`config.mk`:
```
export PLATFORM = sky130hd
export DESIGN_NAME = note_sequencer
export DESIGN_NICKNAME = d
export VERILOG_FILES = /design/src/rtl/note_sequencer_pkg.sv /design/src/rtl/note_sequencer_ram.sv /design/src/rtl/note_sequencer.sv
export SDC_FILE = /design/constraint.sdc
export NUM_CORES = 2
export LEC_CHECK = 0
export CAP_MARGIN = 20
export CELL_PAD_IN_SITES_DETAIL_PLACEMENT = 2
export CELL_PAD_IN_SITES_GLOBAL_PLACEMENT = 2
export CORE_UTILIZATION = 35
export DETAILED_ROUTE_END_ITERATION = 12
export GPL_ROUTABILITY_DRIVEN = 1
export PLACE_DENSITY_LB_ADDON = 0.1
export SLEW_MARGIN = 10
export SYNTH_ARGS = -nofsm -noshare
export SYNTH_HDL_FRONTEND = slang
export SYNTH_HIERARCHICAL = 1
export SYNTH_SLANG_ARGS = --single-unit
```
`constraint.sdc`:
```
create_clock -name clk -period 10.2 [get_ports clk]
set_clock_uncertainty 0.1 [all_clocks]
set_input_delay 2.04 -clock clk [delete_from_list [all_inputs] [get_ports clk]]
set_output_delay 2.04 -clock clk [all_outputs]
set_load 0.005 [all_outputs]
```
`src/rtl/note_sequencer_pkg.sv`:
```
// Shared constants, state encoding and entry-field helpers for the note sequencer.
package note_sequencer_pkg;

    localparam logic [1:0] MODE_IDLE = 2'd0;
    localparam logic [1:0] MODE_REC  = 2'd1;
    localparam logic [1:0] MODE_PLAY = 2'd2;

    localparam int OCT_W  = 3;
    localparam int NOTE_W = 3;

    localparam logic [NOTE_W-1:0] NOTE_REST = 3'd0;

    // FETCH is an internal step of playback and is reported as PLAY on the mode port.
    typedef enum logic [1:0] {
        ST_IDLE  = 2'd0,
        ST_REC   = 2'd1,
        ST_FETCH = 2'd2,
        ST_PLAY  = 2'd3
    } seq_state_t;

    // Entry layout, MSB first: {octave, note, dur}.
    function automatic int entry_w(input int dur_w);
        return OCT_W + NOTE_W + dur_w;
    endfunction

    function automatic int note_lsb(input int dur_w);
        return dur_w;
    endfunction

    function automatic int oct_lsb(input int dur_w);
        return dur_w + NOTE_W;
    endfunction

    function automatic logic [1:0] state_to_mode(input seq_state_t s);
        logic [1:0] m;
        case (s)
            ST_REC:   m = MODE_REC;
            ST_FETCH: m = MODE_PLAY;
            ST_PLAY:  m = MODE_PLAY;
            default:  m = MODE_IDLE;
        endcase
        return m;
    endfunction

endpackage

```
`src/rtl/note_sequencer_ram.sv`:
```
// Recording store: single port, synchronous write, registered (1-cycle) read.
// No reset on the array so synthesis maps it to block RAM.
module note_ram #(
    parameter int ADDR_W = 8,
    parameter int DATA_W = 16
) (
    input  logic              clk,
    input  logic              we,
    input  logic [ADDR_W-1:0] addr,
    input  logic [DATA_W-1:0] wdata,
    output logic [DATA_W-1:0] rdata
);

    logic [DATA_W-1:0] mem [0:(1 << ADDR_W)-1];

    // Read-first single port: the read data is the old word when writing.
    always_ff @(posedge clk) begin
        if (we) begin
            mem[addr] <= wdata;
        end
        rdata <= mem[addr];
    end

endmodule

```
`src/rtl/note_sequencer.sv`:
```
// Record/playback controller between the key decoder and the amplifier.
// Records timed {octave, note, duration} events and replays them with the
// original timing; drives the amplifier from live keys or from playback.
module note_sequencer
    import note_sequencer_pkg::*;
#(
    parameter int ADDR_W   = 8,
    parameter int DUR_W    = 10,
    parameter int TICK_DIV = 100000
) (
    input  logic              clk,
    input  logic              rst,
    input  logic [2:0]        live_octave,
    input  logic [2:0]        live_note,
    input  logic              cmd_rec,
    input  logic              cmd_play,
    input  logic              cmd_stop,
    input  logic              loop_en,
    output logic [2:0]        out_octave,
    output logic [2:0]        out_note,
    output logic [1:0]        mode,
    output logic [ADDR_W:0]   rec_count,
    output logic              full
);

    localparam int ENTRY_W  = entry_w(DUR_W);
    localparam int NOTE_LSB = note_lsb(DUR_W);
    localparam int OCT_LSB  = oct_lsb(DUR_W);
    localparam int CNT_W    = ADDR_W + 1;
    localparam int DEPTH    = 1 << ADDR_W;
    localparam int PRESC_W  = (TICK_DIV > 1) ? $clog2(TICK_DIV) : 1;

    localparam logic [DUR_W-1:0]   DUR_MAX  = {DUR_W{1'b1}};
    localparam logic [PRESC_W-1:0] PRESC_TOP = PRESC_W'(TICK_DIV - 1);

    seq_state_t state;
    seq_state_t state_next;

    logic [PRESC_W-1:0] presc;
    logic               tick;
    logic [2:0]         cur_octave;
    logic [2:0]         cur_note;
    logic [DUR_W-1:0]   dur;
    logic [DUR_W-1:0]   rem;
    logic [ADDR_W-1:0]  rd_idx;
    logic               fetch_wait;

    logic               ram_we;
    logic [ADDR_W-1:0]  ram_addr;
    logic [ENTRY_W-1:0] ram_wdata;
    logic [ENTRY_W-1:0] ram_rdata;

    // Control strobes decoded by the FSM and consumed by the datapath.
    logic start_rec;
    logic start_play;
    logic advance;
    logic load_entry;

    logic live_chg;
    logic dur_sat;
    logic rec_last;
    logic play_done;
    logic has_next;

    assign tick      = (presc == PRESC_TOP);
    assign live_chg  = ({live_octave, live_note} != {cur_octave, cur_note});
    assign dur_sat   = (dur == DUR_MAX);
    assign rec_last  = (rec_count == CNT_W'(DEPTH - 1));
    assign play_done = (state == ST_PLAY) && tick && (rem <= DUR_W'(1));
    assign has_next  = (({1'b0, rd_idx} + CNT_W'(1)) < rec_count);

    // A zero-length pending event is stored as one tick so it is still audible on replay.
    assign ram_wdata = {cur_octave, cur_note, (dur == '0) ? DUR_W'(1) : dur};
    assign ram_addr  = (state == ST_REC) ? rec_count[ADDR_W-1:0] : rd_idx;
    assign mode      = state_to_mode(state);

    note_ram #(
        .ADDR_W (ADDR_W),
        .DATA_W (ENTRY_W)
    ) u_ram (
        .clk   (clk),
        .we    (ram_we),
        .addr  (ram_addr),
        .wdata (ram_wdata),
        .rdata (ram_rdata)
    );

    // State register.
    always_ff @(posedge clk) begin
        if (rst) begin
            state <= ST_IDLE;
        end else begin
            state <= state_next;
        end
    end

    // Next state and control strobes; stop outranks rec, rec outranks play.
    always_comb begin
        state_next = state;
        start_rec  = 1'b0;
        start_play = 1'b0;
        advance    = 1'b0;
        load_entry = 1'b0;
        ram_we     = 1'b0;
        case (state)
            ST_IDLE: begin
                if (cmd_stop) begin
                    state_next = ST_IDLE;
                end else if (cmd_rec) begin
                    start_rec  = 1'b1;
                    state_next = ST_REC;
                end else if (cmd_play && (rec_count != '0)) begin
                    start_play = 1'b1;
                    state_next = ST_FETCH;
                end
            end
            ST_REC: begin
                if (cmd_stop) begin
                    ram_we     = (dur != '0);
                    state_next = ST_IDLE;
                end else if (live_chg || dur_sat) begin
                    // One write covers a change and a saturation in the same cycle.
                    ram_we = 1'b1;
                    if (rec_last) begin
                        state_next = ST_IDLE;
                    end
                end
            end
            ST_FETCH, ST_PLAY: begin
                if (cmd_stop) begin
                    state_next = ST_IDLE;
                end else if (cmd_rec) begin
                    start_rec  = 1'b1;
                    state_next = ST_REC;
                end else if (cmd_play) begin
                    start_play = 1'b1;
                    state_next = ST_FETCH;
                end else if (state == ST_FETCH) begin
                    // First FETCH cycle presents the address, second sees the data.
                    if (fetch_wait) begin
                        load_entry = 1'b1;
                        state_next = ST_PLAY;
                    end
                end else if (play_done) begin
                    if (has_next) begin
                        advance    = 1'b1;
                        state_next = ST_FETCH;
                    end else if (loop_en) begin
                        start_play = 1'b1;
                        state_next = ST_FETCH;
                    end else begin
                        state_next = ST_IDLE;
                    end
                end
            end
            default: state_next = ST_IDLE;
        endcase
    end

    // Tick prescaler; restarting at each fetch lets the two FETCH cycles count toward the entry time.
    always_ff @(posedge clk) begin
        if (rst) begin
            presc <= '0;
        end else if (start_rec || start_play || advance || tick) begin
            presc <= '0;
        end else begin
            presc <= presc + PRESC_W'(1);
        end
    end

    // Recording datapath: current event, its duration and the entry count.
    always_ff @(posedge clk) begin
        if (rst) begin
            cur_octave <= '0;
            cur_note   <= NOTE_REST;
            dur        <= '0;
            rec_count  <= '0;
            full       <= 1'b0;
        end else if (start_rec) begin
            cur_octave <= live_octave;
            cur_note   <= live_note;
            dur        <= '0;
            rec_count  <= '0;
            full       <= 1'b0;
        end else if (state == ST_REC) begin
            if (ram_we) begin
                rec_count  <= rec_count + CNT_W'(1);
                full       <= rec_last;
                cur_octave <= live_octave;
                cur_note   <= live_note;
                dur        <= '0;
            end else if (tick) begin
                dur <= dur + DUR_W'(1);
            end
        end
    end

    // Playback datapath: read index, fetch phase and remaining ticks.
    always_ff @(posedge clk) begin
        if (rst) begin
            rd_idx     <= '0;
            fetch_wait <= 1'b0;
            rem        <= '0;
        end else begin
            if (start_play) begin
                rd_idx <= '0;
            end else if (advance) begin
                rd_idx <= rd_idx + ADDR_W'(1);
            end

            if (start_play || advance) begin
                fetch_wait <= 1'b0;
            end else if (state == ST_FETCH) begin
                fetch_wait <= 1'b1;
            end

            if (load_entry) begin
                rem <= ram_rdata[DUR_W-1:0];
            end else if ((state == ST_PLAY) && tick && (rem != '0)) begin
                rem <= rem - DUR_W'(1);
            end
        end
    end

    // Amplifier outputs: live keys (1-cycle latency) outside playback, held through FETCH.
    always_ff @(posedge clk) begin
        if (rst) begin
            out_octave <= '0;
            out_note   <= NOTE_REST;
        end else if (load_entry) begin
            out_octave <= ram_rdata[OCT_LSB +: OCT_W];
            out_note   <= ram_rdata[NOTE_LSB +: NOTE_W];
        end else if ((state == ST_IDLE) || (state == ST_REC)) begin
            out_octave <= live_octave;
            out_note   <= live_note;
        end
    end

endmodule

```
# Yosys cells after proc, flatten, opt, wreduce, memory -nomap -nowiden
# Memory sizes are Yosys's and may differ from the RTL's. A register that Yosys moved wholly into a read port is not among the register bits.
# Cells that the tools add are included.
# totals
wordCells,127
reg_bits,70
ramBits,4096
mem_count,1
in_bits,12
out_inout_bits,18
# op_classes
reduce_logical,30
n_lt_le_gt_ge,2
n_eq_ne,12
muxes,64
add_sub_neg,6
# mem_list
memory,depth,word_bits,read_ports,rd_ports_with_merged_regs,wr,line_no,rtl
u_ram.mem,256,16,1,1,1,note_sequencer_ram.sv:14,logic [DATA_W-1:0] mem [0:(1 << ADDR_W)-1];
# ops
operator,n
2-to-1 mux 10 bit,5
2-to-1 mux 1 bit,31
2-to-1 mux 3 bit,10
2-to-1 mux 2 bit,14
nonzero test 10 bit,2
adder 17 x 1 -> 17 bit (second input constant),1
equality test 17 bit (second input constant),1
adder 10 x 1 -> 10 bit (second input constant),1
equality test 10 bit (second input constant),1
less-or-equal comparator 10 x 1 -> 1 bit (second input constant),1
logical NOT 10 bit,1
nonzero test 2 bit,5
OR reduction 2 bit,5
subtractor 10 x 1 -> 10 bit (second input constant),1
adder 8 x 1 -> 9 bit (second input constant),1
adder 9 x 1 -> 9 bit (second input constant),1
equality test 9 x 8 -> 1 bit (second input constant),1
< comparator 9 bit,1
nonzero test 9 bit,1
adder 8 x 1 -> 8 bit (second input constant),1
2-to-1 mux 8 bit,1
logical OR 1 bit,6
!= test 3 bit (second input constant),2
!= test 6 x 1 -> 1 bit (second input constant),1
other kinds (13),19

# Logic depth before layout (Yosys ltp)
# depth
depth_word,13
depth_mapped,15
depth_no_buf,12

# Hierarchy
# Netlist, hierarchy kept.
# by_module_without_submodules
module,cells_per_inst,area_per_inst_um2,seq_area_each_um2,n_inst
note_ram,6727,155399.0,123318.3,1
note_sequencer,477,3905.0,1401.3,1

# Least setup slack after synthesis
# Ideal clock, no wire load.
# synth_timing
kind,register to register
startpoint,register dur[0]
endpoint,memory u_ram.mem[0][1] (data pin)
path_slack_ps,-93
n_path_buf,0
t_required_ps,8369
arrival_ps,8462
setup_ps,1731
stages_incl_launch_ff,5
path_cell_list,dfxtp_1 inv_1 ha_1 nor4b_1 a31oi_1
# synth_via
elab_chain_cells,2
# synth_rtl
element,line_no,rtl
"start, declared",note_sequencer.sv:43,logic [DUR_W-1:0] dur;
"start signal, assigned",note_sequencer.sv:193,dur <= dur + DUR_W'(1);
logical NOT 10 bit,note_sequencer.sv:73,"assign ram_wdata = {cur_octave, cur_note, (dur == '0) ? DUR_W'(1) : dur};"
2-to-1 mux 10 bit,note_sequencer.sv:73,
net ram_wdata[1],note_sequencer.sv:50,logic [ENTRY_W-1:0] ram_wdata;
"end, declared",note_sequencer_ram.sv:14,
# The timed path passes the listed nets, and every way through them passes these cells.

# Worst setup path in the final report
# layout_timing
startpoint,input live_octave[0]
endpoint,"memory u_ram.mem[130][0], enable pin"
# layout_via
elab_chain_cells,7
# layout_rtl
element,line_no,rtl
"start, declared",note_sequencer.sv:13,"input logic [2:0] live_octave,"
!= test 6 bit,note_sequencer.sv:66,"assign live_chg = ({live_octave, live_note} != {cur_octave, cur_note});"
logical OR 1 bit,note_sequencer.sv:121,end else if (live_chg || dur_sat) begin
2-to-1 mux 1 bit,note_sequencer.sv:121,
2-to-1 mux 1 bit,note_sequencer.sv:118,if (cmd_stop) begin
2-to-1 mux 1 bit,note_sequencer.sv:105,case (state)
net ram_we,note_sequencer.sv:48,logic ram_we;
2-to-1 mux 1 bit,note_sequencer_ram.sv:18,if (we) begin
2-to-1 mux 1 bit (implied by the code),note_sequencer_ram.sv:19,mem[addr] <= wdata;
# The timed path passes the listed nets, and every way through them passes these cells.

==> results.toml <==
[status]
outcome = "complete, no violations"

[cts]
cts_resized = 0
cts.sinks = 4182
clock_latency_ns = 1.00
cts_tree = "built"
post_cts_buffers = 0
cts_buffer_depth = 4
cts_hold_buf = 0
clkTransAtPathRegs_ns = 0.06
root_buffer = "clkbuf_16"
cts-buffers-inserted = 459
htreeDepth = 5

[placed_design]
portBuffers = 29
hpwl_um = 294000
gp_congestion = 0.763

[yosys]
synth.avg_cell_area_um2 = 22.1
synth_top_area_share = 0.772
yosysTopAreaCell = "edfxtp_1"
synth_simple_gate_area_frac = 0.0154
synth_flop_cell = "edfxtp_1"
synth_edf_count = 4096
ys_types = 53
ys_seq_elements = 4182
synth_warnings = 6
synth_seq_area_share = 0.783
ys_top_cells_by_area = "edfxtp_1 77%, mux4_2 14%, a22oi_1 2.4%, dfxtp_1 1.1%, a21oi_1 0.86%"
synth_fa_ha_area_frac = 0.00134
synth_top_family_by_area = "multiplexers"
ys_async_sr_fraction = 0
synth-compound-area-share = 0.0385
synth.area.mux_share = 0.146
syn_area_mm2 = 0.159
syn_inst = 7204
syn-num-nets = 7233
synth_xor_area_frac = 0.00247

[floorplanning]
initial_core_util = 0.352
coreArea_mm2 = 0.453
die-area_mm2 = 0.458
num_rows = 247
die_w_um = 677
ioPinCount = 30
die_h_um = 677

[sta]
rsz0062_at_grt = "false"
finalMaxSlewViolations = 0
layout_min_cycle_time_ns = 6.36
max_slew_margin = 0.114
hold_viol = 0
fmax_mhz = 157
tightest_slew_ns = 1.33
tns_ns = 0
hold_slack_ns = 0.372
setup_viol = 0
fin_crit_sh = 0.623

[global_route]
globalRoute.totalOverflow = 0
grt_pass1_wl_um = 693000
grt_max_degree = 185
grt_pass1_vias = 83300
antenna_found_initial = 35
groute.usage.overall = 0.214

[pwr]
combPwrFrac = 0.006
p_leak_nw = 56.2
pwr-share-clk = 0.461
max-vdd-ir-drop_v = 0.000143
seq_power_share = 0.533
p_total_w = 0.0351
switching_power_w = 0.00719
switching_share = 0.205
p_int_w = 0.0279
power_density_mw_per_mm2 = 191

[detailed_routing]
drtIter0Drc = 7431
via_per_inst = 5.54
dr.pass1.iters = 5
dr_total_vias = 77700
finalWirelength_um = 496000
drc = 0
routedWlPerCell_um = 35.3
drtAntennaViolNets = 0

[setup_path]
crit_top_cell = "buf_4"
path_buf_inv = 4
critical_path_class = "input pin to flip-flop"
slowest_stage = "nand3_2"
crit_path_start_kind = "input pin"
path_delay_family = "simple AND/OR/NAND/NOR gates"
cp_slowest_stage_delay_ns = 1.04
required_ns = 10.79
crit_chain = "clkdlybuf4s50_1 -> xor2_1 -> nor3_1 -> o211ai_1 -> nand3_1 -> inv_2 -> nand3_2 -> buf_4 -> nor2_1 -> buf_4"
cp_max_fo = 20
critPathArrivalTime_ns = 6.95
cp-end-kind = "flip-flop"
ff2ff_setup_slack_ns = 3.88

[job]
cap_violations = 0

[finish]
area_delta_synth_final_pct = 15.6
fin_nets = 7670
multi_input_area_mm2 = 0.0335
drive_gt1_frac = 0.285
fillers = 41400
regArea_mm2 = 0.125

[hold_path]
hold_class = "flip-flop to flip-flop"
==> sequential cells by signal (all words and copies together) (netlist names), 8 cells and up <==
name,flops
dur,10
rec_count,9
rd_idx,8
u_ram/mem,4096
rem,10
presc,17
u_ram/rdata,16
==> metal layers <==
layer	wire length (um)	track usage	share of wire
met1	215000	0.297	0.43
met2	244000	0.357	0.49
met3	24600	0.0303	0.050
met5	27	0	0.000054
met4	11900	0.0506	0.024
==> area by class of cell <==
cell class                 instances  share of cell area
sequential                      4182               0.677
multi-input combinational       2549               0.182
clock buffer                     569              0.0655
tap                             5976              0.0406
timing repair buffer             424              0.0208
clock inverter                   282              0.0130
inverter                          25            0.000509
antenna                           15            0.000204
==> path summary, 6_finish.rpt <==
path | from | end | cells past startpoint
setup / recovery | live_octave[0] | u_ram/mem[130][0]$_DFFE_PP_ | 10
hold / removal | presc[0]$_SDFF_PP0_ | presc[0]$_SDFF_PP0_ | 1
setup reg to reg | state[0]$_SDFFE_PP0P_ | u_ram/rdata[14]$_DFF_P_ | 9
hold reg to reg | presc[0]$_SDFF_PP0_ | presc[0]$_SDFF_PP0_ | 1
==> cells in the mapped netlist (3+ instances only) <==
library cell and count:
or2_2 4, xnor2_1 19, buf_4 16, a22oi_1 512
buf_1 56, and3_1 8, edfxtp_1 4096, buf_6 26
nor2b_1 7, nor3_1 40, and4_1 3, or4_1 5
o211ai_1 4, mux2i_1 19, nand3_1 41, dfxtp_1 86
buf_2 76, a31oi_1 4, nor4_1 7, or3_1 10
a211oi_1 14, nor2_1 300, clkbuf_1 274, nor3_2 3
and2_1 5, nand4_1 25, ha_1 17, o31ai_1 3
o41ai_1 64, mux4_2 1024, o21ai_0 20, nand2b_1 11
inv_1 24, nand2_1 57, xor2_1 26, a21oi_1 275
==> cell usage in the layout, fill, tap and decap left out, types with 26 or more instances in the layout <==
cell,n
buf_12,34
nand3_1,33
mux4_2,1024
a21oi_1,275
clkbuf_16,465
nor3_2,32
clkbuf_1,101
nand2_1,48
o41ai_2,52
clkdlybuf4s50_1,29
dfxtp_1,72
clkinv_2,95
xor2_1,26
edfxtp_1,4096
nor2_2,79
bufinv_16,32
a22oi_1,512
clkinv_1,116
buf_4,343
nor2_1,219
==> stage by stage <==
step | worst slack, ns | util | instance area [um2] | instances
floorplan | 3.43 | - | 159000 | 7204
global placement | 2.97 | 0.374 | 169000 | 13100
detailed placement | 2.89 | 0.374 | 170000 | 13100
CTS | 3.68 | 0.406 | 184000 | 14000
global route | 3.61 | 0.407 | 184000 | 14000
finish | 3.84 | 0.407 | 184000 | 14000
==> power by group through the flow <==
stage	clock network [W]	registers, W	logic [W]
2_1_floorplan	0	0.0191	0.0000672
3_3_place_gp	0	0.0191	0.000207
3_5_place_dp	0	0.0191	0.000216
4_1_cts	0.0166	0.0187	0.000215
5_1_grt	0.0172	0.0187	0.000222
6_report	0.0162	0.0187	0.000208
==> cells by family (layout without fill, tap and decap cells) <==
group                      after synthesis  count (layout)
AOI/OAI and AO/OA                      905             905
xor gates and xnor gates                45              45
adders and majority gates               17              17
buffers and inverters                  473            1300
DFF                                   4182            4182
muxes                                 1044            1044
other                                    0              15
and+or+nand+nor                        538             538
Power figures use the tool's default switching activity.
